## src/rtl/uart_cfg.sv

```systemverilog
// rtl/uart_cfg.sv - runtime-configurable 16x-oversampled UART with TX/RX FIFOs
// Frame format and baud divisor come from inputs; each RX entry carries its parity/framing flags.

module uart_cfg_fifo #(
  parameter int W  = 8,
  parameter int AW = 2
) (
  input  logic         clk,
  input  logic         reset,
  input  logic         wr,
  input  logic         rd,
  input  logic [W-1:0] w_data,
  output logic [W-1:0] rd_data,
  output logic         full,
  output logic         empty
);
  localparam int DEPTH = 1 << AW;

  logic [W-1:0]  mem [DEPTH];
  logic [AW-1:0] wptr;
  logic [AW-1:0] rptr;
  logic [AW-1:0] wptr_nxt;
  logic [AW-1:0] rptr_nxt;
  logic          wr_ok;
  logic          rd_ok;

  assign wr_ok    = wr && !full;
  assign rd_ok    = rd && !empty;
  assign wptr_nxt = wptr + 1'b1;
  assign rptr_nxt = rptr + 1'b1;
  assign rd_data  = mem[rptr];

  always_ff @(posedge clk or posedge reset) begin
    if (reset) begin
      for (int i = 0; i < DEPTH; i++) mem[i] <= '0;
      wptr  <= '0;
      rptr  <= '0;
      full  <= 1'b0;
      empty <= 1'b1;
    end else begin
      if (wr_ok) mem[wptr] <= w_data;
      case ({wr_ok, rd_ok})
        2'b01: begin
          rptr  <= rptr_nxt;
          full  <= 1'b0;
          empty <= (rptr_nxt == wptr);
        end
        2'b10: begin
          wptr  <= wptr_nxt;
          empty <= 1'b0;
          full  <= (wptr_nxt == rptr);
        end
        2'b11: begin
          wptr <= wptr_nxt;
          rptr <= rptr_nxt;
        end
        default: ;
      endcase
    end
  end
endmodule

module uart_cfg #(
  parameter int DBIT   = 8,
  parameter int DVSR_W = 11,
  parameter int FIFO_W = 2
) (
  input  logic              clk,
  input  logic              reset,
  input  logic [DVSR_W-1:0] dvsr,
  input  logic              parity_en,
  input  logic              parity_odd,
  input  logic              stop2,
  input  logic              loopback,
  input  logic              rx,
  input  logic              wr_uart,
  input  logic [DBIT-1:0]   w_data,
  input  logic              rd_uart,
  input  logic              clr_err,
  output logic              tx,
  output logic              tx_full,
  output logic              tx_busy,
  output logic              rx_empty,
  output logic [DBIT-1:0]   r_data,
  output logic              r_perr,
  output logic              r_ferr,
  output logic              overrun
);
  localparam int NW = $clog2(DBIT);
  localparam logic [NW-1:0] N_LAST = NW'(DBIT - 1);

  typedef enum logic [2:0] {S_IDLE, S_START, S_DATA, S_PARITY, S_STOP} state_t;

  // Baud tick: >= so that lowering dvsr below the running count wraps at once.
  logic [DVSR_W-1:0] baud_cnt;
  logic              tick;

  assign tick = (baud_cnt >= dvsr);

  always_ff @(posedge clk or posedge reset) begin
    if (reset) baud_cnt <= '0;
    else       baud_cnt <= tick ? '0 : baud_cnt + 1'b1;
  end

  // TX path
  logic [DBIT-1:0] tx_head;
  logic            tx_empty;
  logic            tx_pop;
  state_t          tx_state;
  logic [4:0]      tx_s;
  logic [NW-1:0]   tx_n;
  logic [DBIT-1:0] tx_shreg;
  logic            tx_par;
  logic            tx_pen;
  logic            tx_stop2;
  logic            tx_reg;
  logic [4:0]      tx_stop_last;

  assign tx_pop       = (tx_state == S_IDLE) && !tx_empty;
  assign tx_stop_last = tx_stop2 ? 5'd31 : 5'd15;

  uart_cfg_fifo #(.W(DBIT), .AW(FIFO_W)) u_tx_fifo (
    .clk     (clk),
    .reset   (reset),
    .wr      (wr_uart),
    .rd      (tx_pop),
    .w_data  (w_data),
    .rd_data (tx_head),
    .full    (tx_full),
    .empty   (tx_empty)
  );

  always_ff @(posedge clk or posedge reset) begin
    if (reset) begin
      tx_state <= S_IDLE;
      tx_s     <= '0;
      tx_n     <= '0;
      tx_shreg <= '0;
      tx_par   <= 1'b0;
      tx_pen   <= 1'b0;
      tx_stop2 <= 1'b0;
      tx_reg   <= 1'b1;
    end else begin
      case (tx_state)
        S_IDLE: begin
          tx_reg <= 1'b1;
          if (!tx_empty) begin
            tx_shreg <= tx_head;
            tx_par   <= ^tx_head ^ parity_odd;
            tx_pen   <= parity_en;
            tx_stop2 <= stop2;
            tx_s     <= '0;
            tx_reg   <= 1'b0;
            tx_state <= S_START;
          end
        end
        S_START: if (tick) begin
          if (tx_s == 5'd15) begin
            tx_s     <= '0;
            tx_n     <= '0;
            tx_reg   <= tx_shreg[0];
            tx_state <= S_DATA;
          end else begin
            tx_s <= tx_s + 5'd1;
          end
        end
        S_DATA: if (tick) begin
          if (tx_s == 5'd15) begin
            tx_s     <= '0;
            tx_shreg <= tx_shreg >> 1;
            if (tx_n == N_LAST) begin
              tx_reg   <= tx_pen ? tx_par : 1'b1;
              tx_state <= tx_pen ? S_PARITY : S_STOP;
            end else begin
              tx_n   <= tx_n + 1'b1;
              tx_reg <= tx_shreg[1];
            end
          end else begin
            tx_s <= tx_s + 5'd1;
          end
        end
        S_PARITY: if (tick) begin
          if (tx_s == 5'd15) begin
            tx_s     <= '0;
            tx_reg   <= 1'b1;
            tx_state <= S_STOP;
          end else begin
            tx_s <= tx_s + 5'd1;
          end
        end
        S_STOP: if (tick) begin
          if (tx_s == tx_stop_last) begin
            tx_s     <= '0;
            tx_state <= S_IDLE;
          end else begin
            tx_s <= tx_s + 5'd1;
          end
        end
        default: tx_state <= S_IDLE;
      endcase
    end
  end

  assign tx      = loopback | tx_reg;
  assign tx_busy = (tx_state != S_IDLE) || !tx_empty;

  // RX path
  logic            rx_meta;
  logic            rx_sync;
  logic            rx_src;
  state_t          rx_state;
  logic [3:0]      rx_s;
  logic [NW-1:0]   rx_n;
  logic [DBIT-1:0] rx_data;
  logic            rx_pen;
  logic            rx_podd;
  logic            rx_perr;
  logic            rx_wr;
  logic [DBIT+1:0] rx_word;
  logic [DBIT+1:0] rx_head;
  logic            rx_full;

  always_ff @(posedge clk or posedge reset) begin
    if (reset) begin
      rx_meta <= 1'b1;
      rx_sync <= 1'b1;
    end else begin
      rx_meta <= rx;
      rx_sync <= rx_meta;
    end
  end

  assign rx_src = loopback ? tx_reg : rx_sync;

  always_ff @(posedge clk or posedge reset) begin
    if (reset) begin
      rx_state <= S_IDLE;
      rx_s     <= '0;
      rx_n     <= '0;
      rx_data  <= '0;
      rx_pen   <= 1'b0;
      rx_podd  <= 1'b0;
      rx_perr  <= 1'b0;
      rx_wr    <= 1'b0;
      rx_word  <= '0;
    end else begin
      rx_wr <= 1'b0;
      case (rx_state)
        S_IDLE: if (!rx_src) begin
          rx_s     <= '0;
          rx_pen   <= parity_en;
          rx_podd  <= parity_odd;
          rx_perr  <= 1'b0;
          rx_state <= S_START;
        end
        S_START: if (tick) begin
          if (rx_s == 4'd7) begin
            rx_s     <= '0;
            rx_n     <= '0;
            rx_state <= rx_src ? S_IDLE : S_DATA;
          end else begin
            rx_s <= rx_s + 4'd1;
          end
        end
        S_DATA: if (tick) begin
          if (rx_s == 4'd15) begin
            rx_s    <= '0;
            rx_data <= {rx_src, rx_data[DBIT-1:1]};
            if (rx_n == N_LAST) rx_state <= rx_pen ? S_PARITY : S_STOP;
            else                rx_n     <= rx_n + 1'b1;
          end else begin
            rx_s <= rx_s + 4'd1;
          end
        end
        S_PARITY: if (tick) begin
          if (rx_s == 4'd15) begin
            rx_s     <= '0;
            rx_perr  <= rx_src != (^rx_data ^ rx_podd);
            rx_state <= S_STOP;
          end else begin
            rx_s <= rx_s + 4'd1;
          end
        end
        S_STOP: if (tick) begin
          if (rx_s == 4'd15) begin
            rx_s     <= '0;
            rx_wr    <= 1'b1;
            rx_word  <= {~rx_src, rx_perr, rx_data};
            rx_state <= S_IDLE;
          end else begin
            rx_s <= rx_s + 4'd1;
          end
        end
        default: rx_state <= S_IDLE;
      endcase
    end
  end

  uart_cfg_fifo #(.W(DBIT + 2), .AW(FIFO_W)) u_rx_fifo (
    .clk     (clk),
    .reset   (reset),
    .wr      (rx_wr),
    .rd      (rd_uart),
    .w_data  (rx_word),
    .rd_data (rx_head),
    .full    (rx_full),
    .empty   (rx_empty)
  );

  assign {r_ferr, r_perr, r_data} = rx_head;

  // A drop in the same clk as clr_err keeps the flag set.
  always_ff @(posedge clk or posedge reset) begin
    if (reset)                overrun <= 1'b0;
    else if (rx_wr && rx_full) overrun <= 1'b1;
    else if (clr_err)         overrun <= 1'b0;
  end
endmodule

```

## config.mk

```make
export PLATFORM = sky130hd
export DESIGN_NAME = uart_cfg
export DESIGN_NICKNAME = d
export VERILOG_FILES = /design/src/rtl/uart_cfg.sv
export SDC_FILE = /design/constraint.sdc
export NUM_CORES = 1
export LEC_CHECK = 0
export ABC_CLOCK_PERIOD_IN_PS = 6600
export CAP_MARGIN = 20
export CELL_PAD_IN_SITES_DETAIL_PLACEMENT = 1
export CELL_PAD_IN_SITES_GLOBAL_PLACEMENT = 1
export CORE_MARGIN = 3
export CORE_UTILIZATION = 49
export DETAILED_ROUTE_END_ITERATION = 16
export PLACE_DENSITY = 0.85
export RECOVER_POWER = 100
export SLEW_MARGIN = 20
export SYNTH_ARGS = -nofsm -noshare
export SYNTH_HDL_FRONTEND = slang
export SYNTH_SLANG_ARGS = --single-unit
export TNS_END_PERCENT = 50
```

## constraint.sdc

```tcl
create_clock -name clk -period 6.6 [get_ports clk]
set_input_delay 1.32 -clock clk [delete_from_list [all_inputs] [get_ports clk]]
set_output_delay 1.32 -clock clk [all_outputs]
set_load 0.05 [all_outputs]
```

**Word level (Yosys, flattened, before mapping)**

Cells that the tools add are included.

- Register bits after elaboration: 153
- Output and inout bits: 15

- Reduce and logical (&&, ||, !) cells: 47
- Equal/unequal tests: 49
- $lt $le $gt $ge: 7
- Bitwise gates (word level): 9
- Multiplexer cells: 91
- Add/sub/neg operators: 9

Operators with widths:

| cell | count |
|---|---|
| 2-to-1 mux 3 bit | 32 |
| 2-to-1 mux 8 bit | 6 |
| != test 2 bit, second input constant | 22 |
| bitwise mux 40 bit | 1 |
| bitwise mux 32 bit | 1 |
| 2-to-1 mux 10 bit | 3 |
| 2-to-1 mux 5 bit | 6 |
| one-hot mux 3 bit (5 select lines) | 2 |
| binary-select mux 10 bit (select 2 bit) | 1 |
| demux 10 bit (select 2 bit) | 1 |
| 2-to-1 mux 4 bit | 5 |
| AND reduction 10 bit | 2 |
| 2-to-1 mux 1 bit | 18 |
| binary-select mux 8 bit (select 2 bit) | 1 |
| demux 8 bit (select 2 bit) | 1 |
| one-hot mux 8 bit (2 select lines) | 1 |
| AND reduction 4 bit | 4 |
| parity 8 bit | 2 |
| one-hot mux 5 bit (3 select lines) | 1 |
| nonzero test 2 bit | 7 |
| == test 3 x 2 -> 1 bit, second input constant | 4 |
| == test 3 bit, second input constant | 4 |
| greater-or-equal comparator 3 bit, second input constant | 4 |
| NOT 2 -> 3 bit | 4 |
| 38 further kinds | 79 |

**Logic depth before layout (Yosys ltp)**

- Depth in word-level cells: 6
- Gate-level depth with buffers: 10
- Mapped depth without buffers: 9

**Cells and area by module**

From an unflattened synthesis, not the netlist that was laid out.

- Cell total of the unflattened synthesis: 612
- Area total of the unflattened synthesis: 8212.9 µm²

By module, submodules not included:

| module | cells an instance | instances | area each (µm²) | seq. area each (µm²) |
|---|---|---|---|---|
| uart_cfg | 372 | 1 | 3927.5 | 1730.4 |
| uart_cfg_fifo (u_rx_fifo) | 129 | 1 | 2323.5 | 1152.4 |
| uart_cfg_fifo (u_tx_fifo) | 111 | 1 | 1961.9 | 952.2 |

**Worst setup path before layout**

No wires, ideal clock.

- Path type: input port to flip-flop
- Start: in dvsr[4]
- End: reg tx_shreg[0]
- Data arrival time: 3121 ps
- Required time: 6475 ps
- Slack: 3354 ps
- Buffers on the path: 0
- Stages on the path: 9
- Path through: inv_1 ha_1 a21o_1 a21o_1 a21oi_1 o21ai_2 a21o_1 a31oi_2 mux2_2

- Longest elaborated chain between the ends: 3

RTL lines:

| what | RTL line | RTL |
|---|---|---|
| from (decl) | 70 | `input logic [DVSR_W-1:0] dvsr,` |
| greater-or-equal comparator 11 bit | 98 | `assign tick = (baud_cnt >= dvsr);` |
| != test 2 bit (no line) | n/a |  |
| AND reduction 4 bit (no line) | n/a |  |
| to (signal assigned) | 148 | `tx_shreg <= tx_head;` |
| to (signal assigned) | 170 | `tx_shreg <= tx_shreg >> 1;` |
| to (decl) | 112 | `logic [DBIT-1:0] tx_shreg;` |

No other way between the ends.
A chain may end at the register's enable or synchronous reset.

==> flow_metrics.env <==
export IMPL_run_status="complete, but fails checks"
export IMPL_violations="capacitance limit, slew limit"
export IMPL_num_fill_cells=1480
export IMPL_top_usage_layer="met2"
export IMPL_cts_made_buffers=17
export IMPL_clockBufferDepth=2
export IMPL_vdd_drop_max_mv=0.3162
export IMPL_wirelength_um=17610
export IMPL_cp_data_required_time_ns=7.06
export IMPL_die_y_um=130.9
export IMPL_ys_flop_type="dfrtp_1"
export IMPL_ys_warn_count=0
export IMPL_syn_num_nets=678
export IMPL_place_congestion=0.7816
export IMPL_cts_tree="built"
export IMPL_global_route_usage_met3_pct=5.813
export IMPL_seq_power_share_pct=41.3
export IMPL_cts_root_buf="clkbuf_16"
export IMPL_yosys_register_bits=153
export IMPL_mostFrequentLayoutCells="dfrtp_1 (148), mux2_2 (103), nand2_1 (43), ha_1 (32), inv_1 (31)"
export IMPL_htreeDepth=4
export IMPL_hold_viol_final=0
export IMPL_largest_reg_flops=40
export IMPL_io_buffers=43
export IMPL_comb_power_share_pct=25.9
export IMPL_final_layout_size_suffix_gt1_share_pct=23.13
export IMPL_dr_pass1_iters=4
export IMPL_grt_pass1_vias=5699
export IMPL_grt_usage_pct=22.47
export IMPL_critical_path_class="input pin to async pin"
export IMPL_wl_per_cell_um=20.53
export IMPL_syn_to_final_growth_pct=15.74
export IMPL_critPathLaunchType="input pin"
export IMPL_netlist_instances=617
export IMPL_cts_setup_buffers=0
export IMPL_ys_seq_area_share_pct=50.20
export IMPL_min_path_cells=0
export IMPL_clkPwrFrac_pct=32.8
export IMPL_worst_pin_slew_ns=4.016
export IMPL_met1_usage_pct=26.67
export IMPL_worst_slack_ns=1.926
export IMPL_drc=0
export IMPL_rsz0062_at_grt="no"
export IMPL_grt_use_met2_pct=39.30
export IMPL_finalPower_mw=3.254
export IMPL_register_area_um2=3835
export IMPL_grt_max_degree=93
export IMPL_path_clk_slew_ns=0.06
export IMPL_dieWidth_um=130.9
export IMPL_n_antenna_cell=0
export IMPL_reg2reg_depth=9
export IMPL_synth_async_reset_ratio_pct=100.0
export IMPL_multi_input_area_um2=3557
export IMPL_antenna_found_initial=0
export IMPL_p_int_mw=2.248
export IMPL_clock_sinks=153
export IMPL_vias=4981
export IMPL_final_net_count=718
export IMPL_fmax_mhz=213.9
export IMPL_grt_pass1_wl_um=29530
export IMPL_p_switching_mw=1.006
export IMPL_place_hpwl_um=11830
export IMPL_row_count=45
export IMPL_hold_path_class="register to register"
export IMPL_dp_cells=826
export IMPL_slew_headroom_pct=-169.2
export IMPL_max_cap_violations=1
export IMPL_overflow=0
export IMPL_first_iter_violations=229
export IMPL_yosys_cell_types_count=60
export IMPL_syn_avg_cell_area_um2=12.38
export IMPL_viasPerCell=5.805
export IMPL_critical_path_max_fanout=92
export IMPL_layout_cells_non_filler=858
export IMPL_coreArea_um2=15200
export IMPL_setup_viol=0
export IMPL_swShare_pct=30.92
export IMPL_fin_util_pct=58.16
export IMPL_pwr_density_cell_nw_per_um2=368.0
export IMPL_synth_area_um2=7640
export IMPL_reg_largest_list="u_rx_fifo.mem x40, u_tx_fifo.mem x32, baud_cnt x11"
export IMPL_fin_crit_sh_pct=70.83
export IMPL_place_ws_ns=2.312
export IMPL_cp_arrival_ns=5.14
export IMPL_initial_utilization_pct=50.26
export IMPL_clock_latency_ns=0.44
export IMPL_ctsHoldBuffers=0
export IMPL_worst_setup_path_end_kind="async pin"
export IMPL_io_pins=44
export IMPL_ant_nets=0
export IMPL_leakagePower_nw=4.244
export IMPL_fin_crit_ns=4.674
export IMPL_top_register="u_rx_fifo.mem"
export IMPL_drv_slew=93
export IMPL_die_area_um2=17130
export IMPL_final_common_cell="dfrtp_1"
export IMPL_fin_worst_skew_ns=0.008169
export IMPL_synth_edff_count=0
export IMPL_cts_resized=0
export IMPL_fin_setup_tns_ns=0
-- power by group through the flow --
stage          sequential, mW  clock (mW)  combinational [mW]
2_1_floorplan            1.26           0               0.710
3_3_place_gp             1.33           0               0.794
3_5_place_dp             1.35           0               0.851
4_1_cts                  1.35        1.08               0.872
5_1_grt                  1.37        1.12               0.949
6_report                 1.34        1.07               0.844
-- critical path, cell delays in order --
cell	delay, ns
dlygate4sd3_1	0.54
clkinvlp_2	2.22
buf_4	0.94
-- per-stage QoR --
step | area [um2] | hold WS, ns
3_5_place_dp | 8225 | 0.3555
6_report | 8842 | 0.3655
4_1_cts | 8870 | 0.3647
2_1_floorplan | 7640 | 0.3452
3_3_place_gp | 8225 | 0.3498
5_1_grt | 8842 | 0.3656
-- cells in the mapped netlist, types with 3 or more instances --
cell type    n  area, um2
nand4_1      3      18.77
xnor2_1     25      219.0
clkbuf_1    17      63.81
nor2b_1      4      25.02
mux4_1       7      183.9
ha_1        32      400.4
inv_1       32      120.1
mux2i_1      4      40.04
nor3_1       7      35.03
buf_2        5      25.02
nand2b_1     6      37.54
a22o_1       3      26.28
nand3_1     15      75.07
xor2_1      15      131.4
o21ai_0     26      130.1
mux4_2      11      247.7
dfrtp_1    148       3704
and2_1       4      25.02
nor2_1      28      105.1
nand2_1     43      161.4
a21o_1       9      67.56
dfstp_2      5      131.4
and3_1       3      18.77
a21oi_1     13      65.06
mux2_2     108       1216
-- final cells by class --
class,instances,area share [%]
inverters,32,1.373
repair buffers,46,5.080
clock inverters,7,1.571
well taps,188,2.660
clock buffers,25,5.717
multi-input cells,407,40.23
flip-flops and latches,153,43.37
-- path summary, 6_finish.rpt --
| kind | startpoint | endpoint | slack (ns) |
|---|---|---|---|
| max in group clk | loopback | tx | 2.30 |
| min in group asynchronous | reset | u_tx_fifo.mem[20] | 2.53 |
| worst min-delay path | rx_meta | rx_sync | 0.37 |
| worst max-delay path | reset | u_tx_fifo.mem[14] | 1.93 |
| worst min register to register | rx_meta | rx_sync | 0.37 |
| worst max register to register | baud_cnt[0] | tx_shreg[6] | 3.40 |
-- per-layer routing --
metal | vias up | routed length, um
li1 | 2264 | -
met1 | 2587 | 7267
met2 | 87 | 9300
met4 | 0 | 472
met5 | - | 0
met3 | 43 | 573
-- logic make-up after synthesis --
family / after synthesis / share of synthesized area [%]
AND/OR/NAND/NOR: 129 / 8.352
XOR/XNOR: 41 / 4.799
multiplexers: 131 / 22.29
adder cells (fa/ha/maj): 32 / 5.241
AO/OA/AOI/OAI: 74 / 6.142
buffers and inverters: 57 / 2.981
flip-flops: 153 / 50.20
(Power assumes the default switching activity.)
